--- src/rtl/mem_arbiter_pkg.sv ---
// Shared types and helpers for the round-robin memory-port arbiter.
package mem_pkg;

   localparam int unsigned DEF_NUM_PORTS       = 2;
   localparam int unsigned DEF_ADDR_W          = 32;
   localparam int unsigned DEF_DATA_W          = 32;
   localparam int unsigned DEF_STRB_W          = DEF_DATA_W / 8;
   localparam int unsigned DEF_MAX_OUTSTANDING = 4;
   localparam int unsigned PORT_ID_W           = (DEF_NUM_PORTS > 1) ? $clog2(DEF_NUM_PORTS) : 1;

   // rr_pick works on a fixed 8-port window; callers zero-extend their valid vector
   localparam int unsigned MAX_PORTS = 8;
   localparam int unsigned PICK_W    = 3;

   typedef logic [PORT_ID_W-1:0] port_id_t;

   typedef struct packed {
      logic [DEF_ADDR_W-1:0] addr;
      logic                  wen;
      logic [DEF_DATA_W-1:0] wdata;
      logic [DEF_STRB_W-1:0] wstrb;
   } mem_req_t;

   typedef struct packed {
      logic [DEF_DATA_W-1:0] rdata;
   } mem_resp_t;

   // First set bit of valid at or after ptr, wrapping modulo n; 0 when none is set
   function automatic logic [PICK_W-1:0] rr_pick(input logic [MAX_PORTS-1:0] valid,
                                                 input logic [PICK_W-1:0]    ptr,
                                                 input int unsigned          n);
      logic [PICK_W-1:0] pick;
      logic              found;
      int unsigned       idx;
      pick  = '0;
      found = 1'b0;
      for (int unsigned i = 0; i < MAX_PORTS; i++) begin
         idx = (32'(ptr) + i) % n;
         if (i < n && !found && valid[idx[PICK_W-1:0]]) begin
            pick  = PICK_W'(idx);
            found = 1'b1;
         end
      end
      return pick;
   endfunction

endpackage

--- src/rtl/mem_arbiter_if.sv ---
// Requester-side and memory-side handshake bundle for mem_arbiter.
interface mem_arbiter_if
   import mem_pkg::*;
#(
   parameter int unsigned NUM_PORTS = DEF_NUM_PORTS,
   parameter int unsigned ADDR_W    = DEF_ADDR_W,
   parameter int unsigned DATA_W    = DEF_DATA_W
);
   logic [NUM_PORTS-1:0]            req_valid;
   logic [NUM_PORTS-1:0]            req_ready;
   logic [NUM_PORTS*ADDR_W-1:0]     req_addr;
   logic [NUM_PORTS-1:0]            req_wen;
   logic [NUM_PORTS*DATA_W-1:0]     req_wdata;
   logic [NUM_PORTS*DATA_W/8-1:0]   req_wstrb;
   logic [NUM_PORTS-1:0]            resp_valid;
   logic [DATA_W-1:0]               resp_rdata;

   logic                            mem_req_valid;
   logic                            mem_req_ready;
   logic [ADDR_W-1:0]               mem_req_addr;
   logic                            mem_req_wen;
   logic [DATA_W-1:0]               mem_req_wdata;
   logic [DATA_W/8-1:0]             mem_req_wstrb;
   logic                            mem_resp_valid;
   logic [DATA_W-1:0]               mem_resp_rdata;

   // Arbiter side
   modport slave (
      input  req_valid, req_addr, req_wen, req_wdata, req_wstrb,
      input  mem_req_ready, mem_resp_valid, mem_resp_rdata,
      output req_ready, resp_valid, resp_rdata,
      output mem_req_valid, mem_req_addr, mem_req_wen, mem_req_wdata, mem_req_wstrb
   );

   // Requesters plus memory
   modport master (
      output req_valid, req_addr, req_wen, req_wdata, req_wstrb,
      output mem_req_ready, mem_resp_valid, mem_resp_rdata,
      input  req_ready, resp_valid, resp_rdata,
      input  mem_req_valid, mem_req_addr, mem_req_wen, mem_req_wdata, mem_req_wstrb
   );
endinterface

--- src/rtl/mem_arbiter_id_fifo.sv ---
// Synchronous FIFO of requester IDs, used to route in-order responses.
module id_fifo
   import mem_pkg::*;
#(
   parameter int unsigned DEPTH = DEF_MAX_OUTSTANDING,
   parameter int unsigned W     = 1
) (
   input  logic                     clk,
   input  logic                     reset,
   input  logic                     push,
   input  logic                     pop,
   input  logic [W-1:0]             din,
   output logic                     full,
   output logic                     empty,
   output logic [$clog2(DEPTH):0]   count,
   output logic [W-1:0]             head
);
   localparam int unsigned PTR_W = (DEPTH > 1) ? $clog2(DEPTH) : 1;
   localparam int unsigned CNT_W = $clog2(DEPTH) + 1;

   logic [W-1:0]     mem [DEPTH];
   logic [PTR_W-1:0] wptr;
   logic [PTR_W-1:0] rptr;
   logic             do_push;
   logic             do_pop;

   function automatic logic [PTR_W-1:0] next_ptr(input logic [PTR_W-1:0] p);
      return (p == PTR_W'(DEPTH - 1)) ? '0 : p + PTR_W'(1);
   endfunction

   assign full    = (count == CNT_W'(DEPTH));
   assign empty   = (count == '0);
   assign do_push = push && !full;
   assign do_pop  = pop && !empty;
   assign head    = mem[rptr];

   // Storage needs no reset: entries are only read while count says they are valid
   always_ff @(posedge clk) begin
      if (do_push) mem[wptr] <= din;
   end

   always_ff @(posedge clk or negedge reset) begin
      if (!reset) begin
         wptr  <= '0;
         rptr  <= '0;
         count <= '0;
      end else begin
         if (do_push) wptr <= next_ptr(wptr);
         if (do_pop)  rptr <= next_ptr(rptr);
         case ({do_push, do_pop})
            2'b10:   count <= count + CNT_W'(1);
            2'b01:   count <= count - CNT_W'(1);
            default: count <= count;
         endcase
      end
   end
endmodule

--- src/rtl/mem_arbiter.sv ---
// Round-robin arbiter sharing one memory port; responses routed back in order.
module mem_arbiter
   import mem_pkg::*;
#(
   parameter int unsigned NUM_PORTS       = DEF_NUM_PORTS,
   parameter int unsigned ADDR_W          = DEF_ADDR_W,
   parameter int unsigned DATA_W          = DEF_DATA_W,
   parameter int unsigned MAX_OUTSTANDING = DEF_MAX_OUTSTANDING
) (
   input  logic                              clk,
   input  logic                              reset,
   mem_arbiter_if.slave                      bus,
   output logic [$clog2(MAX_OUTSTANDING):0]  outstanding,
   output logic                              err
);
   localparam int unsigned ID_W   = (NUM_PORTS > 1) ? $clog2(NUM_PORTS) : 1;
   localparam int unsigned STRB_W = DATA_W / 8;

   typedef struct packed {
      logic [ADDR_W-1:0] addr;
      logic              wen;
      logic [DATA_W-1:0] wdata;
      logic [STRB_W-1:0] wstrb;
   } req_t;

   logic [ID_W-1:0]      rr_ptr;
   logic [ID_W-1:0]      grant;
   logic [ID_W-1:0]      head;
   logic                 any_valid;
   logic                 full;
   logic                 empty;
   logic                 issue;
   logic                 accept;
   logic                 resp_fire;
   req_t                 sel;
   logic [NUM_PORTS-1:0] ready;
   logic [NUM_PORTS-1:0] rvalid;

   assign any_valid = |bus.req_valid;
   assign grant     = ID_W'(rr_pick(MAX_PORTS'(bus.req_valid), PICK_W'(rr_ptr), NUM_PORTS));

   // Full is registered state only, so a same-cycle response never opens a slot
   assign issue     = reset && any_valid && !full;
   assign accept    = issue && bus.mem_req_ready;
   assign resp_fire = reset && bus.mem_resp_valid && !empty;

   always_comb begin
      sel = '0;
      if (any_valid) begin
         sel.addr  = bus.req_addr[grant*ADDR_W +: ADDR_W];
         sel.wen   = bus.req_wen[grant];
         sel.wdata = bus.req_wdata[grant*DATA_W +: DATA_W];
         sel.wstrb = bus.req_wstrb[grant*STRB_W +: STRB_W];
      end
   end

   always_comb begin
      ready = '0;
      if (accept) ready[grant] = 1'b1;
   end

   always_comb begin
      rvalid = '0;
      if (resp_fire) rvalid[head] = 1'b1;
   end

   assign bus.mem_req_valid = issue;
   assign bus.mem_req_addr  = sel.addr;
   assign bus.mem_req_wen   = sel.wen;
   assign bus.mem_req_wdata = sel.wdata;
   assign bus.mem_req_wstrb = sel.wstrb;
   assign bus.req_ready     = ready;
   assign bus.resp_valid    = rvalid;
   assign bus.resp_rdata    = bus.mem_resp_rdata;

   always_ff @(posedge clk or negedge reset) begin
      if (!reset) begin
         rr_ptr <= '0;
      end else if (accept) begin
         rr_ptr <= (grant == ID_W'(NUM_PORTS - 1)) ? '0 : grant + ID_W'(1);
      end
   end

   // A response with nothing outstanding is dropped and latched as an error
   always_ff @(posedge clk or negedge reset) begin
      if (!reset) begin
         err <= 1'b0;
      end else if (bus.mem_resp_valid && empty) begin
         err <= 1'b1;
      end
   end

   id_fifo #(
      .DEPTH (MAX_OUTSTANDING),
      .W     (ID_W)
   ) u_id_fifo (
      .clk   (clk),
      .reset (reset),
      .push  (accept),
      .pop   (resp_fire),
      .din   (grant),
      .full  (full),
      .empty (empty),
      .count (outstanding),
      .head  (head)
   );
endmodule

--- src/flat_wrapper.sv ---
// flat-port wrapper written by rule: the top's interface ports become plain ports
module mem_arbiter_flat import mem_pkg::*;
#(
   parameter int unsigned NUM_PORTS       = DEF_NUM_PORTS,
   parameter int unsigned ADDR_W          = DEF_ADDR_W,
   parameter int unsigned DATA_W          = DEF_DATA_W,
   parameter int unsigned MAX_OUTSTANDING = DEF_MAX_OUTSTANDING
)
  (clk, reset, outstanding, err, bus_req_valid, bus_req_addr, bus_req_wen, bus_req_wdata, bus_req_wstrb, bus_mem_req_ready, bus_mem_resp_valid, bus_mem_resp_rdata, bus_req_ready, bus_resp_valid, bus_resp_rdata, bus_mem_req_valid, bus_mem_req_addr, bus_mem_req_wen, bus_mem_req_wdata, bus_mem_req_wstrb);
  mem_arbiter_if #(.NUM_PORTS(NUM_PORTS), .ADDR_W(ADDR_W), .DATA_W(DATA_W)) bus_i ();
  input  logic clk;
  input  logic reset;
  output logic [$clog2(MAX_OUTSTANDING):0] outstanding;
  output logic err;
  input wire logic [$bits(bus_i.req_valid)-1:0] bus_req_valid;
  input wire logic [$bits(bus_i.req_addr)-1:0] bus_req_addr;
  input wire logic [$bits(bus_i.req_wen)-1:0] bus_req_wen;
  input wire logic [$bits(bus_i.req_wdata)-1:0] bus_req_wdata;
  input wire logic [$bits(bus_i.req_wstrb)-1:0] bus_req_wstrb;
  input wire logic [$bits(bus_i.mem_req_ready)-1:0] bus_mem_req_ready;
  input wire logic [$bits(bus_i.mem_resp_valid)-1:0] bus_mem_resp_valid;
  input wire logic [$bits(bus_i.mem_resp_rdata)-1:0] bus_mem_resp_rdata;
  output wire logic [$bits(bus_i.req_ready)-1:0] bus_req_ready;
  output wire logic [$bits(bus_i.resp_valid)-1:0] bus_resp_valid;
  output wire logic [$bits(bus_i.resp_rdata)-1:0] bus_resp_rdata;
  output wire logic [$bits(bus_i.mem_req_valid)-1:0] bus_mem_req_valid;
  output wire logic [$bits(bus_i.mem_req_addr)-1:0] bus_mem_req_addr;
  output wire logic [$bits(bus_i.mem_req_wen)-1:0] bus_mem_req_wen;
  output wire logic [$bits(bus_i.mem_req_wdata)-1:0] bus_mem_req_wdata;
  output wire logic [$bits(bus_i.mem_req_wstrb)-1:0] bus_mem_req_wstrb;
  assign bus_i.req_valid = bus_req_valid;
  assign bus_i.req_addr = bus_req_addr;
  assign bus_i.req_wen = bus_req_wen;
  assign bus_i.req_wdata = bus_req_wdata;
  assign bus_i.req_wstrb = bus_req_wstrb;
  assign bus_i.mem_req_ready = bus_mem_req_ready;
  assign bus_i.mem_resp_valid = bus_mem_resp_valid;
  assign bus_i.mem_resp_rdata = bus_mem_resp_rdata;
  assign bus_req_ready = bus_i.req_ready;
  assign bus_resp_valid = bus_i.resp_valid;
  assign bus_resp_rdata = bus_i.resp_rdata;
  assign bus_mem_req_valid = bus_i.mem_req_valid;
  assign bus_mem_req_addr = bus_i.mem_req_addr;
  assign bus_mem_req_wen = bus_i.mem_req_wen;
  assign bus_mem_req_wdata = bus_i.mem_req_wdata;
  assign bus_mem_req_wstrb = bus_i.mem_req_wstrb;
  mem_arbiter #(.NUM_PORTS(NUM_PORTS), .ADDR_W(ADDR_W), .DATA_W(DATA_W), .MAX_OUTSTANDING(MAX_OUTSTANDING)) u_core (.clk(clk), .reset(reset), .bus(bus_i), .outstanding(outstanding), .err(err));
endmodule
--- config.mk ---
export PLATFORM = sky130hd
export DESIGN_NAME = mem_arbiter_flat
export DESIGN_NICKNAME = d
export VERILOG_FILES = /design/src/rtl/mem_arbiter_pkg.sv /design/src/rtl/mem_arbiter_if.sv /design/src/rtl/mem_arbiter_id_fifo.sv /design/src/rtl/mem_arbiter.sv /design/src/flat_wrapper.sv
export SDC_FILE = /design/constraint.sdc
export NUM_CORES = 1
export LEC_CHECK = 0
export CAP_MARGIN = 20
export CORE_ASPECT_RATIO = 0.6
export CORE_MARGIN = 5
export CORE_UTILIZATION = 26
export DETAILED_ROUTE_END_ITERATION = 10
export PLACE_DENSITY = 0.82
export SLEW_MARGIN = 40
export SYNTH_ARGS = -nofsm -noshare
export SYNTH_HDL_FRONTEND = slang
export SYNTH_SLANG_ARGS = --single-unit
--- constraint.sdc ---
create_clock -name clk -period 2.4 [get_ports clk]
set_clock_uncertainty 0.1 [all_clocks]
set_input_delay 0.48 -clock clk [delete_from_list [all_inputs] [get_ports clk]]
set_output_delay 0.48 -clock clk [all_outputs]
set_load 0.02 [all_outputs]
======== Yosys cells after proc, flatten, opt, wreduce, memory -nomap -nowiden ========
Memory sizes are Yosys's and may differ from the RTL's.
Index checks and enable logic that the tools add are counted.
storage, ports and cells
  memories kept ........................... 1
  bits of input ports ..................... 176
  register bits after elaboration ......... 9
  bits in writable memories ............... 4
  logic and storage cells ................. 65
memory list
  name                  depth  bits a word  rd ports  clocked after memory_dff  write ports  RTL line                   text
  u_core.u_id_fifo.mem  4      1            1         0                         1            mem_arbiter_id_fifo.sv:21  logic [W-1:0] mem [DEPTH];
cells by class
  $add $sub $neg .......................... 6
  reduce and logical (&&, ||, !) cells .... 17
  shift operators ......................... 3
  equal/unequal tests ..................... 5
  magnitude comparators ................... 6
  multiplexer cells ....................... 22
operator list
  cell                   number
  $shiftx A64 B7 Y32     2
  $mux W69               1
  $mux W1                14
  $logic_and A1 B1 Y1    11
  $lt A1 B4 Y1 const B   2
  $mux W2                4
  $shiftx A8 B4 Y4       1
  $eq A2 B2 Y1 const B   3
  $pmux W3 S2            1
  $add A2 B1 Y2 const B  2
  $lt A1 B2 Y1 const B   2
  $add A3 B1 Y3 const B  1
  $eq A3 B3 Y1 const B   1
  $logic_not A1 Y1       3
  $logic_not A3 Y1       1
  $sub A3 B1 Y3 const B  1
  $add A1 B1 Y1 const B  2
  $demux W1 S1           2
  $eq A2 B1 Y1 const B   1
  $ge A1 B1 Y1 const B   2
  $reduce_bool A2 Y1     1
  $reduce_or A2 Y1       1

======== Depth between registers and ports, before layout ========
  word-level depth ........................ 11
  mapped depth ............................ 10
  mapped depth without buffers ............ 9

======== Hierarchy ========
Synthesis repeated with hierarchy kept, for this count alone.
unflattened totals
  cells, all modules ...................... 188
  area total of the unflattened synthesis .. 2035.7 um^2
by module, submodules not included
  module       cells each  area an instance (um^2)  times used
  mem_arbiter  143         1406.3                   1
  id_fifo      45          629.4                    1

======== Worst setup path before layout ========
OpenSTA, ideal clock, no wires.
  path kind ............................... input-to-output
  start ................................... input port bus_req_valid[0]
  end ..................................... output port bus_mem_req_addr[0]
  stages .................................. 6
  slack ................................... 0.188 ns
  required time ........................... 1.820 ns
  arrival ................................. 1.632 ns
  cells stage by stage .................... buf_2 inv_1 o21ai_0 buf_2 buf_4 mux2i_1
on the way
  cells in the longest elaborated chain, start to end .. 8
  elaborated cells on any way between the ends .. 12
ends and longest elaborated chain
  what                                        RTL line               text
  start: declaration                          flat_wrapper.sv:15     input wire logic [$bits(bus_i.req_valid)-1:0] bus_req_valid;
  $mux W1 (implied by the code) (2 in a row)  mem_arbiter_pkg.sv:39  if (i < n && !found && valid[idx[PICK_W-1:0]]) begin
  $mux W1                                     mem_arbiter_pkg.sv:39
  $logic_not A1 Y1                            mem_arbiter_pkg.sv:39
  $logic_and A1 B1 Y1                         mem_arbiter_pkg.sv:39
  $mux W1                                     mem_arbiter_pkg.sv:39
  $shiftx A64 B7 Y32                          mem_arbiter.sv:50      sel.addr = bus.req_addr[grant*ADDR_W +: ADDR_W];
  $mux W69 *                                  mem_arbiter.sv:49      if (any_valid) begin
  end: declaration                            flat_wrapper.sv:27     output wire logic [$bits(bus_i.mem_req_addr)-1:0] bus_mem_req_addr;
Every way passes the cells marked *; elsewhere a longest branch is shown, timed or not. The select of a mux whose other input is x is not followed.

======== Worst setup path in the final report ========
  start ................................... input port bus_req_valid[1]
  end ..................................... output port bus_mem_req_addr[21]
The elaborated chain is that of the path after synthesis.

==> flow_summary.toml <==
[synth]
synth.distinct_cells = 24
synth_compound_area_share_pct = 2.94
ys_seq_area_share_pct = 15.3
synth_nets = 497
yosys.area_share.simple_pct = 14.5
yosysWarnings = 0
ys_ff_latch = 13
synth_top_family_by_area = "multiplexers"
synthMuxAreaShare_pct = 34.1
netlist_area_um2 = 2260
synthAdderAreaFrac_pct = 4.22
synthCells = 314
synth_xor_area_share_pct = 1.16
postSynthAreaPerCell_um2 = 7.18

[timing]
slew_headroom_pct = 74.5
rsz0062_at_grt = "false"
finalHoldViolations = 0
slew_viol_final = 0
setup_violations = 0
finalCritPeriodShare_pct = 96.0
timing_worst_slew_pin_value_ps = 382
max_freq_mhz = 434
tns_ps = 0
fin_crit_ps = 2300

[global_routing]
gr-usage-all-layers_pct = 17.0
gr-total-overflow = 0
grt_pass1_vias = 2824
grt_pass1_wl_mm = 14.5
grt_start_max_net_pins = 42
grt_antenna_before_repair = 0

[route]
dr.pass1.iters = 4
drtIter0Drc = 68
drc = 0
vias = 2635
wl_met3_mm = 1.20
dr_wl_met2_mm = 4.83
wl_met1_mm = 3.78
highest_layer = "met3"
post_drt_via_cell_ratio = 4.25
wire_per_inst_um = 15.8
drtAntennaViolNets = 0
drt-total-wl_mm = 9.81

[die]
start_util_pct = 26.6
ios = 286
die_w_um = 130
core_um2 = 8490
die_y_um = 82.2
num_rows = 26
dieArea_um2 = 10700

[clock_network]
cts_root_buf = "clkbuf_16"
path_clk_slew_ps = 50
cts_sinks = 13
clock_latency_ps = 240
cts-htree-levels = 1
clk_path_buf_depth = 2
cts_tree = "done"
postCtsHoldBufs = 0
cts_buffers = 3

[power]
switching_power_uw = 945
internal_power_mw = 1.40
clkPwrFrac_pct = 13.6
ir_drop_mv = 0.270
p_sw_share_pct = 40.3
p_comb_share_pct = 68.6
seqPwrFrac_pct = 17.8
power_density_nw_per_um2 = 504
leakage_nw = 2.42
total_power_mw = 2.34

[place]
dp.cells = 612
gp_congestion = 0.770
dpl_cell_area_um2 = 4420
io_buffers = 221
hpwl_mm = 8.01

[final_layout]
final_cell_mix = "clkdlybuf4s50_1, inv_1, mux2i_1"
area_growth_syn_to_layout_pct = 106
drive_gt1_share_pct = 17.3
final_common_cell = "clkdlybuf4s50_1"
num_antenna_cells = 0
final_cells = 620
fin_area_um2 = 4650
nets = 692

[setup_path]
path_cells = "dlygate4sd2_1 -> o21ai_4 -> buf_12 -> buf_12 -> mux2i_1 -> clkdlybuf4s15_2"
startpoint_type = "input port"
slowest_stage = "clkdlybuf4s15_2"
crit_required_ps = 1820
worst-setup-path-type = "input port to output port"
cp_max_fo = 14
cp.arrival_ps = 1720
slowest_delay_ps = 290
path_common_cell = "buf_12"
cp-end-kind = "output port"

[job]
cap_violations = 0

[hold_path]
hold_path_class = "input port to asynchronous set/reset pin"

[run_status]
status = "complete, no violations"
==> path summary, 6_finish.rpt <==
path / start / to / slack, ps / cells after the start
setup / recovery: bus_req_valid[1] / bus_mem_req_addr[21] / 100 / 6
hold reg to reg: u_core.err / u_core.err / 360 / 1
min in group clk: u_core.err / u_core.err / 360 / 1
max in group asynchronous: reset / u_core.err / 1790 / 3
hold / removal: reset / u_core.u_id_fifo.wptr[1] / 260 / 3
setup reg to reg: u_core.u_id_fifo.count[1] / u_core.u_id_fifo.count[2] / 190 / 10
==> state kept, by name (all words and copies together) (netlist names) <==
signal                  count
u_core.u_id_fifo.mem        4
u_core.u_id_fifo.count      3
u_core.u_id_fifo.rptr       2
u_core.u_id_fifo.wptr       2
u_core.err                  1
u_core.rr_ptr               1
==> power by group through the flow <==
stage / combinational (mW) / sequential (mW) / clock [mW]
after CTS: 1.62 / 0.416 / 0.322
after global placement: 1.57 / 0.406 / 0
final: 1.61 / 0.418 / 0.318
after global routing: 1.73 / 0.431 / 0.336
after floorplan: 0.856 / 0.440 / 0
after detailed placement: 1.60 / 0.418 / 0
==> what timing repair did <==
item,in CTS,in global routing
cloned,2,0
resized for setup,216,2
buffers inserted,2,0
setup endpoints to repair,76,3
pin swaps,2,1
==> cell type report <==
cell class	instances	area, um^2
clock buffer	4	78.8
fill	781	3840
inverter	79	297
multi-input combinational	174	1300
sequential	13	345
tap	112	140
timing repair buffer	238	2480
==> cells in the mapped netlist <==
cell type | number | share of area, %
o21ai_1 | 1 | 0.22
a21o_1 | 2 | 0.67
mux2_2 | 4 | 2.0
clkbuf_1 | 6 | 1.0
o311ai_2 | 1 | 0.72
a211oi_4 | 1 | 0.89
inv_1 | 79 | 13
dfrtp_1 | 9 | 10
ha_1 | 6 | 3.3
mux4_2 | 1 | 1.0
nor2_1 | 4 | 0.67
nand2_1 | 69 | 11
nor3_1 | 2 | 0.44
xor2_1 | 2 | 0.78
mux2i_1 | 70 | 31
edfxtp_1 | 4 | 5.3
fa_1 | 1 | 0.89
buf_2 | 3 | 0.67
and2_1 | 5 | 1.4
xnor2_1 | 1 | 0.39
a21oi_1 | 1 | 0.22
o21ai_0 | 1 | 0.22
nor2b_1 | 2 | 0.55
buf_4 | 39 | 13
==> worst max-delay path: cells and delay by family <==
family          cells  cell delay [ps]
compound gates      1              100
mux                 1              230
buf+inv             4              890
==> stage by stage <==
step	utilization, %	setup WS [ps]	hold slack (ps)
floorplan	-	188	84.4
global placement	52.0	-420	338
detailed placement	52.0	-456	350
CTS	54.7	19.4	359
global route	54.7	10.3	286
finish	54.7	95.7	258
==> logic make-up (layout without fill, tap and decap cells) <==
group	Yosys count	after routing
buf+inv	127	321
compound gates	7	7
simple gates	82	82
flops	13	13
fa+ha+maj	7	7
mux	75	75
xor+xnor	3	3
==> layer usage <==
| metal | global-route usage, % | up-vias |
|---|---|---|
| li1 | - | 1304 |
| met1 | 20.3 | 1207 |
| met2 | 28.2 | 124 |
| met3 | 9.25 | 0 |
| met4 | 1.24 | 0 |
| met5 | 0 | - |
Power figures use the tool's default switching activity.
